`src/rtl/instr_encoder_pkg.sv`:
```
// Shared opcode header for the instruction encoder: RV32I opcode values,
// the ADDI func3, the all-zero error word and the encoder FSM states.
package instr_encoder_pkg;

    localparam logic [6:0] OPC_I   = 7'b0010011;
    localparam logic [6:0] OPC_LD  = 7'b0000011;
    localparam logic [6:0] OPC_S   = 7'b0100011;
    localparam logic [6:0] OPC_B   = 7'b1100011;
    localparam logic [6:0] OPC_J   = 7'b1101111;
    localparam logic [6:0] OPC_JR  = 7'b1100111;
    localparam logic [6:0] OPC_U   = 7'b0110111;
    localparam logic [6:0] OPC_UPC = 7'b0010111;
    localparam logic [6:0] OPC_R   = 7'b0110011;

    localparam logic [2:0] F3_ADDI = 3'b000;

    // Error beats carry an all-zero word, which is never a legal (or NOP) instruction.
    localparam logic [31:0] ERR_INSTR = 32'h0000_0000;

    typedef enum logic [1:0] {
        ST_IDLE = 2'd0,
        ST_OUT1 = 2'd1,
        ST_OUT2 = 2'd2
    } state_t;

    // True when v is a sign-extended nbits-wide value (all bits above nbits-1 match the sign).
    function automatic logic fits_signed(input logic [31:0] v, input int unsigned nbits);
        logic [31:0] m;
        m = 32'hFFFF_FFFF << (nbits - 1);
        return ((v & m) == m) || ((v & m) == 32'h0);
    endfunction

endpackage

```
`src/rtl/instr_encoder_pack.sv`:
```
// instr_pack: combinational field placement and range/alignment checking for
// one decoded RV32I request. With ENC_LI_EXPAND_EN defined it also computes
// the LUI/ADDI split for out-of-range load-immediate requests.
module instr_pack
    import instr_encoder_pkg::*;
(
    input  logic [6:0]  opcode,
    input  logic [4:0]  rd,
    input  logic [4:0]  rs1,
    input  logic [4:0]  rs2,
    input  logic [2:0]  func3,
    input  logic [6:0]  func7,
    input  logic [31:0] imm,
    output logic [31:0] instr0,
    output logic [31:0] instr1,
    output logic        expand,
    output logic        err
);

    logic imm12_ok;
    assign imm12_ok = fits_signed(imm, 12);

`ifdef ENC_LI_EXPAND_EN
    // Rounded upper part: ADDI sign-extends its low 12 bits, so LUI must carry the borrow.
    logic [31:0] imm_rnd;
    assign imm_rnd = imm + 32'h0000_0800;
`endif

    // Place fields per base format and flag illegal immediates / opcodes.
    always_comb begin
        instr0 = ERR_INSTR;
        instr1 = ERR_INSTR;
        expand = 1'b0;
        err    = 1'b0;
        case (opcode)
            OPC_I, OPC_LD, OPC_JR: begin
                instr0 = {imm[11:0], rs1, func3, rd, opcode};
                err    = !imm12_ok;
            end
            OPC_S: begin
                instr0 = {imm[11:5], rs2, rs1, func3, imm[4:0], opcode};
                err    = !imm12_ok;
            end
            OPC_B: begin
                instr0 = {imm[12], imm[10:5], rs2, rs1, func3, imm[4:1], imm[11], opcode};
                err    = !fits_signed(imm, 13) || imm[0];
            end
            OPC_J: begin
                instr0 = {imm[20], imm[10:1], imm[11], imm[19:12], rd, opcode};
                err    = !fits_signed(imm, 21) || imm[0];
            end
            OPC_U, OPC_UPC: begin
                instr0 = {imm[31:12], rd, opcode};
                err    = |imm[11:0];
            end
            OPC_R: begin
                instr0 = {func7, rs2, rs1, func3, rd, opcode};
            end
            default: begin
                err = 1'b1;
            end
        endcase
`ifdef ENC_LI_EXPAND_EN
        // Load-immediate that does not fit 12 bits: LUI first, ADDI only if low bits are nonzero.
        if (opcode == OPC_I && func3 == F3_ADDI && rs1 == 5'd0 && !imm12_ok) begin
            err    = 1'b0;
            instr0 = {imm_rnd[31:12], rd, OPC_U};
            instr1 = {imm[11:0], rd, F3_ADDI, rd, OPC_I};
            expand = |imm[11:0];
        end
`endif
        if (err) begin
            instr0 = ERR_INSTR;
        end
    end

endmodule

```
`src/rtl/instr_encoder.sv`:
```
// instr_encoder: valid/ready wrapper around instr_pack. Owns the output beat
// registers and the IDLE/OUT1/OUT2 FSM. Optional ENC_LI_EXPAND_EN enables
// the two-beat LUI+ADDI expansion (OUT2 and the held second word).
module instr_encoder
    import instr_encoder_pkg::*;
(
    input  logic        i_clk,
    input  logic        i_rst,
    input  logic        i_valid,
    output logic        o_ready,
    input  logic [6:0]  i_opcode,
    input  logic [4:0]  i_rd,
    input  logic [4:0]  i_rs1,
    input  logic [4:0]  i_rs2,
    input  logic [2:0]  i_func3,
    input  logic [6:0]  i_func7,
    input  logic [31:0] i_imm,
    output logic        o_valid,
    input  logic        i_ready,
    output logic [31:0] o_instr,
    output logic        o_err,
    output logic        o_last
);

    logic [31:0] p_instr0, p_instr1;
    logic        p_expand, p_err;

    instr_pack u_pack (
        .opcode (i_opcode),
        .rd     (i_rd),
        .rs1    (i_rs1),
        .rs2    (i_rs2),
        .func3  (i_func3),
        .func7  (i_func7),
        .imm    (i_imm),
        .instr0 (p_instr0),
        .instr1 (p_instr1),
        .expand (p_expand),
        .err    (p_err)
    );

    state_t      state_q, state_d;
    logic [31:0] instr_q, instr_d;
    logic        err_q, err_d;
    logic        last_q, last_d;
`ifdef ENC_LI_EXPAND_EN
    logic [31:0] pend_q, pend_d;
`else
    logic        unused_pack;
    assign unused_pack = ^p_instr1;
`endif

    logic accept, hs;

    assign o_valid = (state_q != ST_IDLE);
    assign o_instr = instr_q;
    assign o_err   = err_q;
    assign o_last  = last_q;
    // A new request may load only when the final beat of the current one leaves.
    assign o_ready = (state_q == ST_IDLE) || (last_q && i_ready);
    assign accept  = i_valid && o_ready;
    assign hs      = o_valid && i_ready;

    // Next-state and next-beat selection; outputs hold unless a beat is consumed.
    always_comb begin
        state_d = state_q;
        instr_d = instr_q;
        err_d   = err_q;
        last_d  = last_q;
`ifdef ENC_LI_EXPAND_EN
        pend_d  = pend_q;
`endif
        if (state_q == ST_IDLE || hs) begin
            if (accept) begin
                state_d = ST_OUT1;
                instr_d = p_instr0;
                err_d   = p_err;
                last_d  = p_err || !p_expand;
`ifdef ENC_LI_EXPAND_EN
                pend_d  = p_instr1;
`endif
            end
`ifdef ENC_LI_EXPAND_EN
            else if (state_q == ST_OUT1 && !last_q) begin
                state_d = ST_OUT2;
                instr_d = pend_q;
                err_d   = 1'b0;
                last_d  = 1'b1;
            end
`endif
            else begin
                state_d = ST_IDLE;
                instr_d = ERR_INSTR;
                err_d   = 1'b0;
                last_d  = 1'b0;
            end
        end
    end

    // State and output registers; reset drops any pending beat and same-cycle request.
    always_ff @(posedge i_clk) begin
        if (i_rst) begin
            state_q <= ST_IDLE;
            instr_q <= ERR_INSTR;
            err_q   <= 1'b0;
            last_q  <= 1'b0;
`ifdef ENC_LI_EXPAND_EN
            pend_q  <= ERR_INSTR;
`endif
        end else begin
            state_q <= state_d;
            instr_q <= instr_d;
            err_q   <= err_d;
            last_q  <= last_d;
`ifdef ENC_LI_EXPAND_EN
            pend_q  <= pend_d;
`endif
        end
    end

endmodule

```
`config.mk`:
```
export PLATFORM = sky130hd
export DESIGN_NAME = instr_encoder
export DESIGN_NICKNAME = d
export VERILOG_FILES = /design/src/rtl/instr_encoder_pkg.sv /design/src/rtl/instr_encoder_pack.sv /design/src/rtl/instr_encoder.sv
export SDC_FILE = /design/constraint.sdc
export NUM_CORES = 1
export LEC_CHECK = 0
export ABC_AREA = 1
export BUFFER_PORTS_ARGS = -buffer_cell sky130_fd_sc_hd__buf_2
export CAP_MARGIN = 40
export CORE_MARGIN = 2
export CORE_UTILIZATION = 29
export CTS_CLUSTER_DIAMETER = 100
export DETAILED_ROUTE_END_ITERATION = 10
export HOLD_SLACK_MARGIN = 0.05
export PLACE_DENSITY_LB_ADDON = 0.2
export SYNTH_ARGS = -nofsm -noshare
export SYNTH_HDL_FRONTEND = slang
export SYNTH_HIERARCHICAL = 1
export SYNTH_SLANG_ARGS = --single-unit
export TNS_END_PERCENT = 10
```
`constraint.sdc`:
```
create_clock -name i_clk -period 2.1 [get_ports i_clk]
set_input_delay 0.42 -clock i_clk [delete_from_list [all_inputs] [get_ports i_clk]]
set_output_delay 0.42 -clock i_clk [all_outputs]
set_load 0.01 [all_outputs]
```
==> results of run 1 <==
==> final cells by class <==
type,count,area [sq um],share of cell area
multi-input cells,323,1510,0.470
flip-flops and latches,35,701,0.218
repair buffers,113,603,0.187
inverters,47,178,0.0552
well taps,108,135,0.0420
clock buffers,5,68.8,0.0214
clock inverters,3,20.0,0.00622
==> path summary, 6_finish.rpt <==
path | slack (ns) | cells after the start | from | to
max | 0.33 | 13 | i_opcode[3] | o_instr[9]$_SDFFE_PP0P_
min | 0.46 | 2 | o_instr[21]$_SDFFE_PP0P_ | o_instr[21]$_SDFFE_PP0P_
max reg2reg | 0.92 | 5 | state_q[0]$_SDFFE_PP0P_ | o_instr[25]$_SDFFE_PP0P_
min reg2reg | 0.46 | 2 | o_instr[21]$_SDFFE_PP0P_ | o_instr[21]$_SDFFE_PP0P_
==> power groups by stage <==
stage	logic (mW)	clock network (mW)	registers (mW)
after floorplan	0.152	0	0.690
after global placement	0.268	0	0.687
after detailed placement	0.270	0	0.687
after CTS	0.271	0.499	0.671
after global routing	0.302	0.528	0.672
final	0.270	0.481	0.671
==> worst max-delay path: cells and delay by family <==
| kind | cells | cell delay, ns |
|---|---|---|
| and+or+nand+nor | 7 | 0.80 |
| buffers and inverters | 3 | 0.31 |
| AOI/OAI and AO/OA | 3 | 0.40 |
==> per-stage QoR <==
step                      cells  power, mW  area, sq um
after CTS                   634       1.44         3220
after global routing        634       1.50         3220
after detailed placement    626      0.957         3130
after floorplan             424      0.842         2540
final                       634       1.42         3220
after global placement      626      0.955         3130
==> routing by layer <==
| metal | vias to the layer above | wire (um) | global-route usage | part of all wire |
|---|---|---|---|---|
| li1 | 1551 | - | - | - |
| met1 | 1327 | 3800 | 0.228 | 0.47 |
| met2 | 81 | 3790 | 0.277 | 0.47 |
| met3 | 4 | 444 | 0.0324 | 0.055 |
| met4 | 0 | 55 | 0.0385 | 0.0068 |
| met5 | - | 0 | 0 | 0 |
==> sequential cells by signal (all words and copies together) (netlist names) <==
| signal | flops |
|---|---|
| state_q | 1 |
| o_err | 1 |
| o_last | 1 |
| o_instr | 32 |
==> cell usage in the layout (no fill, tap or decap) <==
cell type	n
nand3_1	46
a21oi_1	56
nand4_1	3
nor2_1	68
nor2_2	23
inv_2	2
o21ai_0	13
dfxtp_1	35
clkinvlp_4	2
nor3_1	3
conb_1	1
a21oi_2	6
o22ai_1	1
nor4_1	1
o211ai_1	1
nand2_2	5
inv_1	44
buf_12	1
clkbuf_8	5
clkinv_2	2
o21ai_1	1
nand3_2	1
nand2_4	2
buf_2	103
nor2_4	2
nand2_1	90
buf_4	9
==> metrics.txt, run 1 <==
largest net degree at the start of global routing=36; buffer count from post-CTS setup fixing=0; Layout area overhead=26.6%; antenna violation net count after detailed routing=0; grt ovf=0; PwrDens=442 mW/mm^2; CP max stage cell=nor2_1; NumNets Final=593; Hold Crit Class=register to register; syn_nets=492; setup TNS=0 ns; initial core utilization=0.296; RSZ-0062 raised after global routing=no; Via density=4.67; fin crit share=0.843; total internal power=0.995 mW; hold slack=0.463 ns; Placer Congestion=0.856; drt pass-1 iters=4; Clock Skews=0.00600 ns; H-tree depth=2; DR WL/cell=12.8 um; antenna cells=0; fraction of layout cells with a size suffix above 1=0.310; HPWL after detailed placement=6.41 mm; Max clock buf depth=2; Net Sw Frac=0.301; CTS sink count=35; Die X=97.6 um; status=completed; I/O Buffers=103; # fillers=987; Setup CP Type=input port to register; crit path capture type=register; first-pass GRT wire length=13.3 mm; Logic pwr share=0.190; Clk Latency, worst-skew pair=0.29 ns; post_cts resized=0; Clock Root Buffer=clkbuf_8; GRT Overall Usage=0.168; final core utilization=0.375; P_leak=1.50 nW; Mapped Area=0.00254 sq mm; Slowest Stage Delay on Critical Path=0.33 ns; vias in the first global route=2760; CTS Hold Bufs=0; Worst setup SP type=input port; syn_area_per_cell=6.00 sq um; dpl ws=0.0551 ns; Critical Path RT=2.24 ns; P_sw=0.428 mW; Worst Path Max Fanout=12; CTS buffer count=5; Clk pwr share=0.338; Initial DRC Count=165; Hold Fails Final Rpt=0; max_slew headroom=0.523; Detailed Route WL=8.09 mm; I/O Pins=104; Ys Warns=6; Flop pwr share=0.472; Die ar.=0.00953 sq mm; die height=97.6 um; Max Clk Rate=565 MHz; Final Slew Violations=0; row count=34; CP arrival=1.91 ns; initial antenna violation count=0; Worst-Margin Slew=0.715 ns; core area=0.00859 sq mm; fin crit period=1.77 ns; CTS tree=yes; maxcap violations=0; total vias in the final route=2963; final worst setup slack=0.329 ns; DRC viols=0; Setup Viol. Count Final=0; Cell Chain, Critical Path=buf_2, inv_1, nand2_1, nor2_4, nand2_2, buf_4, o21ai_0, nor2_1, nor2_1, a21oi_1, nor2_2, nand3_1, a21oi_1; peak supply drop=0.188 mV; Synth Instances=424; clk slew on worst S/H paths=0.07 ns
Power figures use the tool's default switching activity.
==> run 2: changes to the inputs <==
==> constraint.sdc (replaced) <==
create_clock -name i_clk -period 1.6 [get_ports i_clk]
set_input_delay 0.32 -clock i_clk [delete_from_list [all_inputs] [get_ports i_clk]]
set_output_delay 0.32 -clock i_clk [all_outputs]
set_load 0.01 [all_outputs]
==> run 2 against run 1 <==
The flow now finishes with violations (negative setup slack). Clock power is 75% higher. Clock skew is 0.00096 ns higher. Design area rose by 28%. Critical path type unchanged. Critical endpoint is now o_instr[15]$_SDFFE_PP0P_.
==> metrics.txt, run 2 (synthesized netlist as in run 1, its figures left out) <==
fin crit period=1.60 ns; Clock Skews=0.00696 ns (+0.000959 ns); row count=34 (unchanged); status=finished with violations; CTS tree=yes; Clk Latency, worst-skew pair=0.29 ns (about the same); most frequent cells in the layout=buf_2, nand2_1, buf_4, nor2_1, a21oi_1; CP arrival=1.76 ns (-0.15 ns); P_leak=1.93 nW (+28%); Cell Chain, Critical Path=buf_4, inv_1, nand2_1, nor2_4, nand2_2, buf_4, nand3_2, nand2_1, nor2_2, nor2_4, nand2_8, clkbuf_16, nor2_2, nand3_1, a21oi_1; Die ar.=0.00953 sq mm (unchanged); CTS Hold Bufs=0 (unchanged); CP max stage cell=clkbuf_16; Final Slew Violations=0 (unchanged); Via density=4.64 (-0.61%); Max clock buf depth=2 (unchanged); fraction of layout cells with a size suffix above 1=0.471 (+0.161); vias in the first global route=2972 (+7.7%); DRC viols=0 (unchanged); GRT Overall Usage=0.174 (+0.00540); I/O Pins=104 (unchanged); DR WL/cell=13.1 um (+2.6%); RSZ-0062 raised after global routing=yes; # fillers=934 (-5.4%); Cell Area, Placed=0.00354 sq mm (+13%); drt pass-1 iters=5 (+1); Clock Root Buffer=clkbuf_8; NumNets Final=649 (+9.4%); Flop pwr share=0.393 (-0.079); Overall Power=2.24 mW (+57%); Setup Viol. Count Final=1 (+1); PwrDens=542 mW/mm^2 (+23%); final worst setup slack=-0.00148 ns (-0.331 ns); Detailed Route WL=9.03 mm (+12%); violated checks=negative setup slack; Slowest Stage Delay on Critical Path=0.18 ns (-0.15 ns); Setup CP Type=input port to register; total internal power=1.61 mW (+62%); Logic pwr share=0.230 (+0.040); Worst Path Max Fanout=7 (-5); Initial DRC Count=128 (-22%); Critical Path RT=1.76 ns (-0.48 ns); maxcap violations=0 (unchanged); clk slew on worst S/H paths=0.07 ns (about the same); Clk pwr share=0.377 (+0.039); I/O Buffers=103 (unchanged); CTS buffer count=5 (unchanged); Max Clk Rate=624 MHz; core area=0.00859 sq mm (unchanged); total vias in the final route=3205 (+8.2%); Placer Congestion=0.875 (+2.2%); Reg area=701 sq um (unchanged); initial core utilization=0.296 (unchanged); cell area after layout=0.00413 sq mm (+28%); peak supply drop=0.340 mV (+81%); H-tree depth=2 (unchanged); die height=97.6 um (unchanged); max reg flops=32 (unchanged); crit path capture type=register; initial antenna violation count=0 (unchanged); Hold Fails Final Rpt=0 (unchanged); HPWL after detailed placement=6.69 mm (+4.3%); antenna cells=0 (unchanged); grt ovf=0 (unchanged); largest net degree at the start of global routing=37 (+2.8%); Hold Crit Class=input port to register; first-pass GRT wire length=13.8 mm (+3.5%); antenna violation net count after detailed routing=0 (unchanged); Die X=97.6 um (unchanged); commonest non-fill, non-tap cell in the layout=buf_2; P_sw=0.629 mW (+47%); CTS sink count=35 (unchanged); Net Sw Frac=0.281 (-0.0199); multi-input logic area=0.00182 sq mm (+20%); fin crit share=1.00; Worst setup SP type=input port; Layout area overhead=62.5%
run 2: changes by cell type in the layout (fill, tap and decap cells not counted), sizes merged:
| cell | delta |
|---|---|
| clkinv | -1 |
| clkinvlp | -2 |
| clkbuf | +5 |
| bufinv | +1 |
| inv | +1 |
| buf | +52 |
run 2: metrics by stage:
stage / util / worst slack [ns] / setup TNS, ns / instances / hold slack (ns)
floorplan: - / 0.0122 / 0 / 424 / 0.487
finish: 0.481 / -0.00148 / -0.00148 / 690 / 0.438
detailed placement: 0.412 / -0.306 / -7.87 / 672 / 0.453
CTS: 0.426 / 0.00740 / 0 / 680 / 0.428
global route: 0.481 / -0.111 / -1.48 / 690 / 0.449
global placement: 0.412 / -0.288 / -7.35 / 672 / 0.452
run 2: final cells by class:
type / instances / share of cell area
clock buffer: 6 / 0.0200
clock inverter: 2 / 0.00848
inverter: 47 / 0.0451
multi-input combinational: 323 / 0.440
sequential: 35 / 0.170
tap: 108 / 0.0327
timing repair buffer: 169 / 0.284
run 2: final timing paths:
| kind | startpoint | to | slack, ns | cells after the start |
|---|---|---|---|---|
| max | i_opcode[2] | o_instr[15]$_SDFFE_PP0P_ | -0.001 | 15 |
| min | i_valid | o_instr[28]$_SDFFE_PP0P_ | 0.44 | 3 |
| max reg2reg | state_q[0]$_SDFFE_PP0P_ | o_instr[29]$_SDFFE_PP0P_ | 0.54 | 5 |
| min reg2reg | o_err$_SDFFE_PP0P_ | o_err$_SDFFE_PP0P_ | 0.46 | 2 |
run 2: critical path: cells and delay by family:
family	cells	cell delay, ns
buffers and inverters	4	0.51
AND/OR/NAND/NOR	10	0.88
AO/OA/AOI/OAI	1	0.07
run 2: routing by layer:
metal,share of wire,global-route usage,up-vias
li1,-,-,1664
met1,0.46,0.235,1460
met3,0.036,0.0209,7
met5,0,0,-
met2,0.49,0.292,74
met4,0.012,0.0459,0
run 2: what timing repair did:
action / in CTS / in global routing
endpoints found under the setup margin: 1 / 31
gates cloned: 0 / 3
pin swaps: 0 / 30
gates resized for setup: 1 / 92
buffers inserted: 0 / 7
run 2: power groups by stage:
stage	registers, mW	logic (mW)	clock network (mW)
final	0.881	0.515	0.844
after floorplan	0.905	0.200	0
after global routing	0.882	0.561	0.893
after detailed placement	0.902	0.435	0
after CTS	0.881	0.436	0.853
after global placement	0.902	0.432	0
==> run 3: changes to the inputs <==
==> constraint.sdc (replaced) <==
create_clock -name i_clk -period 1.45 [get_ports i_clk]
set_input_delay 0.29 -clock i_clk [delete_from_list [all_inputs] [get_ports i_clk]]
set_output_delay 0.29 -clock i_clk [all_outputs]
set_load 0.01 [all_outputs]
==> run 3 against run 2 <==
The run still ends with negative setup slack left. Non-clock buffer count down 6. First-iteration DRC count shrank 5.5%. Combinational power is 6.0% higher. Global-route usage is 0.20 points lower. Sequential power grew 10%. Flip-flop and latch count did not move. Critical path type unchanged. Critical endpoint is now o_instr[24]$_SDFFE_PP0P_.
==> metrics.txt, run 3 (synthesized netlist as in run 1, its figures left out) <==
Worst setup SP type=input port; clk slew on worst S/H paths=0.07 ns (about the same); grt ovf=0 (unchanged); RSZ-0062 raised after global routing=yes; max reg flops=32 (unchanged); dpl ws=-0.446 ns (-0.140 ns); H-tree depth=2 (unchanged); fin crit share=1.04; Placer Congestion=0.952 (+8.8%); antenna cells=0 (unchanged); CP arrival=1.72 ns (-0.04 ns); Cell Area, Placed=0.00353 sq mm (-0.14%); P_leak=1.83 nW (-4.7%); CTS buffer count=5 (unchanged); Overall Power=2.19 mW (-2.2%); largest net degree at the start of global routing=36 (-2.7%); CTS tree=yes; Clk Latency, worst-skew pair=0.28 ns (about the same); Max Clk Rate=663 MHz; status=finished with violations; violated checks=negative setup slack; I/O Buffers=103 (unchanged); Worst Path Max Fanout=9 (+2); Via density=4.63 (-0.38%); Critical R2R Launch=state_q[0]$_SDFFE_PP0P_; fin crit period=1.51 ns; WHS Endpoint=o_instr[20]$_SDFFE_PP0P_; Die ar.=0.00953 sq mm (unchanged); PwrDens=558 mW/mm^2 (+2.8%); Final Non-Filler Cells=684 (-0.87%); antenna violation net count after detailed routing=0 (unchanged); Hold Fails Final Rpt=0 (unchanged); initial antenna violation count=0 (unchanged); flop-to-flop setup slack=0.41 ns (-0.13 ns); dpl cells=670 (-0.30%); Hold Crit Class=input port to register; GRT Overall Usage=0.172 (-0.00200); peak supply drop=0.322 mV (-5.3%); row count=34 (unchanged); first-pass GRT wire length=13.7 mm (-0.60%); initial core utilization=0.296 (unchanged); commonest non-fill, non-tap cell in the layout=buf_2; die height=97.6 um (unchanged); Clock Skews=0.00571 ns (-0.00125 ns); DRC viols=0 (unchanged); Detailed Route WL=8.63 mm (-4.4%); Setup CP Type=input port to register; NumNets Final=643 (-0.92%); HPWL after detailed placement=6.61 mm (-1.2%); Setup Viol. Count Final=27 (+26); worst hold stages=3 (unchanged); Worst R2R End=o_instr[28]$_SDFFE_PP0P_; final worst setup slack=-0.0592 ns (-0.0577 ns); vias in the first global route=2986 (+0.47%); most frequent cells in the layout=buf_2, nand2_1, nor2_1, buf_4, a21oi_1; I/O Pins=104 (unchanged); maxcap violations=0 (unchanged); crit path capture type=register; DR WL/cell=12.6 um (-3.6%); Max clock buf depth=2 (unchanged); Clock Root Buffer=clkbuf_8; CP startpoint=i_opcode[3]; Die X=97.6 um (unchanged); total vias in the final route=3165 (-1.2%); fraction of layout cells with a size suffix above 1=0.438 (-0.0333); worst r2r path cells=5 (unchanged); min-delay src=i_rst; drt pass-1 iters=4 (-1); cell area after layout=0.00393 sq mm (-4.9%); core area=0.00859 sq mm (unchanged); Final Slew Violations=0 (unchanged); Layout area overhead=54.5%; Initial DRC Count=121 (-5.5%); CTS sink count=35 (unchanged); Critical Path RT=1.66 ns (-0.10 ns)
==> run 3: worst max-delay path by stage <==
stage	to	slack, ns	cells past startpoint
finish	o_instr[24]$_SDFFE_PP0P_	-0.06	15
global route	o_instr[2]$_SDFFE_PP0P_	-0.17	15
CTS	o_instr[2]$_SDFFE_PP0P_	-0.01	14
detailed placement	o_instr[11]$_SDFFE_PP0P_	-0.45	11
global placement	o_instr[11]$_SDFFE_PP0P_	-0.46	11
floorplan	o_instr[5]$_SDFFE_PP0P_	-0.06	14
==> run 3: cell type report <==
type,instances,area (sq um)
fill,957,4660
multi-input combinational,323,1700
timing repair buffer,163,1120
sequential,35,701
inverter,47,191
tap,108,135
clock buffer,7,76.3
clock inverter,1,5.00
==> run 3: per-stage QoR <==
stage | hold slack, ns | utilization | TNS [ns]
finish | 0.400 | 0.457 | -0.899
global route | 0.412 | 0.457 | -4.26
CTS | 0.397 | 0.426 | -0.0152
detailed placement | 0.455 | 0.411 | -10.84
global placement | 0.452 | 0.411 | -10.56
floorplan | 0.474 | - | -1.46
==> run 3: worst max-delay path, stage by stage <==
cell and delay [ns]:
buf_6 0.11, inv_4 0.05, nand2_2 0.05, nor2_4 0.16, nand2_4 0.09, nand2_4 0.08
nor2_2 0.05, nand2_1 0.07, nand2_2 0.07, nor2_4 0.13, nand2_4 0.11, clkbuf_16 0.18
nor2_2 0.09, nand3_1 0.08, a21oi_1 0.12
==> run 3: what timing repair did <==
action | CTS | global route
endpoints found under the setup margin | 29 | 33
hold buffers | 0 | 0
gates resized for setup | 15 | 57
gates cloned | 0 | 2
pin swaps | 1 | 10
setup buffers | 0 | 4
==> run 3: routing by layer <==
metal	share of wire	up-vias	wire length, um	track usage
li1	-	1653	-	-
met1	0.47	1424	4030	0.235
met2	0.48	77	4130	0.283
met3	0.041	11	355	0.0230
met4	0.014	0	117	0.0481
met5	0	-	0	0
==> run 3: power breakdown <==
part	leakage [nW]	internal, mW	total [mW]	switching [mW]
combinational	1.51	0.247	0.546	0.299
sequential	0.283	0.969	0.973	0.00476
clock	0.0422	0.337	0.671	0.335
